--- src/rtl/id_ex_stage.sv ---
// ID/EX pipeline register with load-use hazard detection.
// A hazard or flush turns the EX slot into a bubble; a hazard also holds PC and IF/ID.
module id_ex_stage #(
  parameter int XLEN  = 64,
  parameter int CNT_W = 32
) (
  input  logic             clk,
  input  logic             reset,
  input  logic             id_valid,
  input  logic [XLEN-1:0]  id_pc,
  input  logic [XLEN-1:0]  id_rs1_data,
  input  logic [XLEN-1:0]  id_rs2_data,
  input  logic [XLEN-1:0]  id_imm,
  input  logic [4:0]       id_rs1,
  input  logic [4:0]       id_rs2,
  input  logic [4:0]       id_rd,
  input  logic [3:0]       id_Funct,
  input  logic [3:0]       id_ALUOp,
  input  logic [5:0]       id_ctrl,
  input  logic             id_uses_rs2,
  input  logic             flush,
  output logic             ex_valid,
  output logic [XLEN-1:0]  ex_pc,
  output logic [XLEN-1:0]  ex_rs1_data,
  output logic [XLEN-1:0]  ex_rs2_data,
  output logic [XLEN-1:0]  ex_imm,
  output logic [4:0]       ex_rs1,
  output logic [4:0]       ex_rs2,
  output logic [4:0]       ex_rd,
  output logic [3:0]       ex_Funct,
  output logic [3:0]       ex_ALUOp,
  output logic [5:0]       ex_ctrl,
  output logic             stall_out,
  output logic [CNT_W-1:0] stall_count
);

  // id_ctrl = {RegWrite, MemtoReg, MemRead, MemWrite, Branch, ALUSrc}
  localparam int MEMREAD_BIT = 3;

  logic             valid_q;
  logic [XLEN-1:0]  pc_q, rs1_data_q, rs2_data_q, imm_q;
  logic [4:0]       rs1_q, rs2_q, rd_q;
  logic [3:0]       funct_q, aluop_q;
  logic [5:0]       ctrl_q;
  logic [CNT_W-1:0] cnt_q, cnt_d;
  logic             hz;
  logic             bubble;

  always_comb begin
    hz = valid_q & ctrl_q[MEMREAD_BIT] & id_valid & (rd_q != 5'd0) &
         ((rd_q == id_rs1) | (id_uses_rs2 & (rd_q == id_rs2)));
    stall_out = hz & ~flush;
    bubble    = flush | hz;
    // Counts only stalls actually taken; a flushed hazard is discarded upstream.
    cnt_d = cnt_q;
    if (stall_out && !(&cnt_q)) begin
      cnt_d = cnt_q + {{(CNT_W-1){1'b0}}, 1'b1};
    end
  end

  always_ff @(posedge clk or posedge reset) begin
    if (reset) begin
      valid_q    <= 1'b0;
      pc_q       <= '0;
      rs1_data_q <= '0;
      rs2_data_q <= '0;
      imm_q      <= '0;
      rs1_q      <= '0;
      rs2_q      <= '0;
      rd_q       <= '0;
      funct_q    <= '0;
      aluop_q    <= '0;
      ctrl_q     <= '0;
      cnt_q      <= '0;
    end else begin
      cnt_q <= cnt_d;
      if (bubble) begin
        // Data fields hold; only the control that makes the slot live is cleared.
        valid_q <= 1'b0;
        ctrl_q  <= '0;
        aluop_q <= '0;
        funct_q <= '0;
      end else begin
        valid_q    <= id_valid;
        pc_q       <= id_pc;
        rs1_data_q <= id_rs1_data;
        rs2_data_q <= id_rs2_data;
        imm_q      <= id_imm;
        rs1_q      <= id_rs1;
        rs2_q      <= id_rs2;
        rd_q       <= id_rd;
        ctrl_q     <= id_valid ? id_ctrl  : 6'd0;
        aluop_q    <= id_valid ? id_ALUOp : 4'd0;
        funct_q    <= id_valid ? id_Funct : 4'd0;
      end
    end
  end

  assign ex_valid    = valid_q;
  assign ex_pc       = pc_q;
  assign ex_rs1_data = rs1_data_q;
  assign ex_rs2_data = rs2_data_q;
  assign ex_imm      = imm_q;
  assign ex_rs1      = rs1_q;
  assign ex_rs2      = rs2_q;
  assign ex_rd       = rd_q;
  assign ex_Funct    = funct_q;
  assign ex_ALUOp    = aluop_q;
  assign ex_ctrl     = ctrl_q;
  assign stall_count = cnt_q;

endmodule
--- config.mk ---
export PLATFORM = sky130hd
export DESIGN_NAME = id_ex_stage
export DESIGN_NICKNAME = d
export VERILOG_FILES = /design/src/rtl/id_ex_stage.sv
export SDC_FILE = /design/constraint.sdc
export NUM_CORES = 1
export LEC_CHECK = 0
export CORE_AREA = 4 4 232 234
export DETAILED_ROUTE_END_ITERATION = 10
export DIE_AREA = 0 0 236 238
export GPL_TIMING_DRIVEN = 0
export SLEW_MARGIN = 20
export SYNTH_ARGS = -nofsm -noshare
export SYNTH_HDL_FRONTEND = slang
export SYNTH_SLANG_ARGS = --single-unit
--- constraint.sdc ---
create_clock -name clk -period 14.6 [get_ports clk]
set_clock_uncertainty 0.2 [all_clocks]
set_input_delay 2.19 -clock clk [delete_from_list [all_inputs] [get_ports clk]]
set_output_delay 2.19 -clock clk [all_outputs]
set_load 0.005 [all_outputs]
==> results.py <==
metrics = {
    "worst_setup_path": {
        "worstPathMaxFanout": 10,
        "required_ns": 12.21,
        "critPathArrivalTime_ns": 4.84,
        "critPathSlowestCell": "clkdlybuf4s50_1",
        "crit_chain": "clkdlybuf4s50_1, xnor2_1, nand3_1, o22ai_1, nand2_1, inv_1, buf_2, clkdlybuf4s50_1",
        "reg2reg_to": "ex_imm[1]",
        "rr_worst_depth": 8,
        "cpMostUsedCell": "clkdlybuf4s50_1",
        "start_kind": "input port",
        "crit_type": "in -> out",
        "rrSetupSlack_ns": 11.59,
        "max_stage_delay_ns": 0.54,
        "critPathBufInv": 4,
        "worst_setup_path_end_kind": "output pin",
        "cpLargestDelayFamily": "buffers and inverters",
        "r2r-start": "ex_rd[4]",
    },
    "placement": {
        "io_buffers": 608,
        "post_dp_cell_area_um2": 19400,
        "gp_congestion": 0.781,
        "hpwl_um": 32400,
    },
    "detailed_routing": {
        "firstDrtPassIters": 4,
        "viasPerCell": 4.17,
        "routed_wl_um": 41300,
        "drc": 0,
        "postRouteAntennaNets": 0,
        "drt_iter0_drc": 280,
        "wl_per_cell_um": 19.3,
        "vias": 8941,
    },
    "global_routing": {
        "grt_max_degree": 102,
        "grt_pass1_vias": 9760,
        "grt_pass1_wl_um": 61500,
        "grt_antenna_before_repair": 2,
        "grt.total_usage": 0.141,
        "overflow": 0,
    },
    "layout": {
        "final_layout_size_suffix_gt1_frac": 0.110,
        "nFillCells": 4966,
        "area_delta_synth_final_pct": 66.2,
        "regArea_um2": 7960,
        "nNetsFinal": 1725,
        "fin_area_um2": 20600,
        "utilization": 0.396,
        "multi_input_area_um2": 4090,
        "n_antenna_cell": 0,
    },
    "pwr": {
        "p_leak_nw": 8.46,
        "p_per_area_nw_per_um2": 111,
        "peakVddDrop_v": 0.0000783,
    },
    "run_status": {
        "status": "completed",
    },
    "logic_synthesis": {
        "ys_async_sr_fraction": 1.00,
        "yosys_most_used_dff": "dfrtp_1",
        "postSynthCellCount": 784,
        "yosysWarnings": 0,
        "synth-seq-cells": 318,
        "synth.lib_cells_used.distinct": 31,
        "syn_nets": 1075,
        "synth_area_um2": 12400,
        "ys_seq_area_frac": 0.643,
        "avgSynthCellArea_um2": 15.8,
        "synth-edff-count": 0,
    },
    "timing": {
        "final_hold_viol_count": 0,
        "post-route-period-util": 0.495,
        "period_minus_slack_ns": 7.23,
        "worst_pin_slew_ns": 0.709,
        "rsz0062_at_grt": "false",
        "setup-tns-final_ns": 0,
        "max_freq_ghz": 0.138,
        "final-max-slew-violation-count": 0,
        "relSlewSlack": 0.526,
        "finalSetupViolations": 0,
    },
    "min_path": {
        "whs_path_depth": 1,
        "hold_class": "reg -> reg",
        "min_from": "ex_pc[9]",
        "min_to": "ex_pc[9]",
    },
    "flow_run": {
        "maxCapViolCount": 0,
    },
    "floorplan": {
        "ios": 609,
        "coreArea_um2": 52000,
        "die_h_um": 238,
        "start_util": 0.238,
        "die_width_um": 236,
        "die-area_um2": 56200,
        "num_rows": 84,
    },
    "clock_network": {
        "clkSlewWorstSetupHoldPaths_ns": 0.05,
        "cts-resized-gates": 0,
        "clock_path_buffers": 3,
        "clk_latency_ns": 0.52,
        "numCtsBuffers": 37,
        "cts.sinks": 318,
        "cts_setup_buffers": 0,
        "root_buffer": "clkbuf_16",
        "cts_tree": "done",
        "cts.htree.levels": 2,
        "cts_hold_buf": 0,
    },
}
==> routing by layer <==
metal | track usage | vias to the layer above | wire [um]
met2 | 0.242 | 403 | 20200
li1 | - | 4070 | -
met3 | 0.0580 | 55 | 3770
met4 | 0.0368 | 4 | 888
met5 | 0 | - | 27
met1 | 0.165 | 4409 | 16400
==> final cells by class <==
cell class / count / area share
multi-input cells: 426 / 0.198
inverters: 4 / 0.00109
clock inverters: 9 / 0.00638
well taps: 688 / 0.0418
flip-flops and latches: 318 / 0.387
plain buffers: 36 / 0.0159
clock buffers: 51 / 0.0500
repair buffers: 611 / 0.300
==> state kept, by name, summed over array words and instances, names as in the netlist <==
| name | flops |
|---|---|
| ex_ALUOp | 4 |
| ex_rs1_data | 64 |
| ex_rs2 | 5 |
| stall_count | 32 |
| ex_rs2_data | 64 |
| ex_Funct | 4 |
| ex_ctrl | 6 |
| ex_rd | 5 |
| ex_pc | 64 |
| ex_rs1 | 5 |
| ex_valid | 1 |
| ex_imm | 64 |
==> placed cells by master (no fill, tap or decap), types with 4 or more instances in the layout <==
cell type,synthesis,final
and2_1,4,4
nand4_1,17,17
clkbuf_16,0,37
buf_2,5,5
clkbuf_1,3,12
xor2_1,14,14
nor2_1,18,18
nand2_1,13,13
nand3_1,15,15
mux2_1,203,203
nor4_1,4,4
clkbuf_8,0,5
mux2_2,69,69
buf_6,23,23
dfrtp_1,318,318
xnor2_1,27,27
and4_1,8,8
and3_1,21,21
clkdlybuf4s50_1,0,608
==> synthesized netlist by cell type (all sizes together), types with 8 or more instances <==
library cell / count / area (um2)
xor2: 14 / 123
mux2: 272 / 3060
nand4: 17 / 106
buf: 32 / 310
nand2: 13 / 48.8
xnor2: 27 / 236
and3: 21 / 131
nor2: 19 / 78.8
and4: 8 / 70.1
nand3: 15 / 75.1
dfrtp: 318 / 7960
==> worst max-delay path by stage <==
stage               startpoint               to  slack, ns  cells after the start
global route         id_rs1[4]        stall_out       7.20                      8
floorplan                reset      ex_ALUOp[0]       3.41                      1
finish               id_rs1[4]        stall_out       7.37                      8
CTS                  id_rs1[4]        stall_out       7.29                      8
detailed placement   id_rs1[4]        stall_out       7.30                      8
global placement         reset  stall_count[29]      -0.81                      2
==> through the flow <==
| step | total power, mW | hold slack (ns) | setup slack [ns] | std cells |
|---|---|---|---|---|
| 3_3_place_gp | 1.40 | 0.266 | -0.810 | 2080 |
| 3_5_place_dp | 1.41 | 0.274 | 7.30 | 2083 |
| 6_report | 2.28 | 0.281 | 7.37 | 2143 |
| 4_1_cts | 2.33 | 0.286 | 7.29 | 2143 |
| 5_1_grt | 2.39 | 0.296 | 7.20 | 2143 |
| 2_1_floorplan | 1.12 | 0.277 | 3.41 | 784 |
==> kinds of logic (layout without fill, tap and decap cells) <==
group | count (synthesis) | in the layout | share of synthesized area
and+or+nand+nor | 110 | 110 | 0.0508
adders and majority gates | 1 | 1 | 0.00101
DFF | 318 | 318 | 0.643
AOI/OAI and AO/OA | 2 | 2 | 0.00172
muxes | 272 | 272 | 0.247
xor gates and xnor gates | 41 | 41 | 0.0290
buffers and inverters | 40 | 711 | 0.0276
==> power by group <==
group / internal, mW / switching (mW) / total (mW) / leakage, nW
clock: 0.542 / 0.354 / 0.897 / 0.557
combinational: 0.258 / 0.124 / 0.382 / 4.09
sequential: 0.959 / 0.0408 / 1.00 / 3.82
total: 1.76 / 0.519 / 2.28 / 8.46
Power figures use the tool's default switching activity.
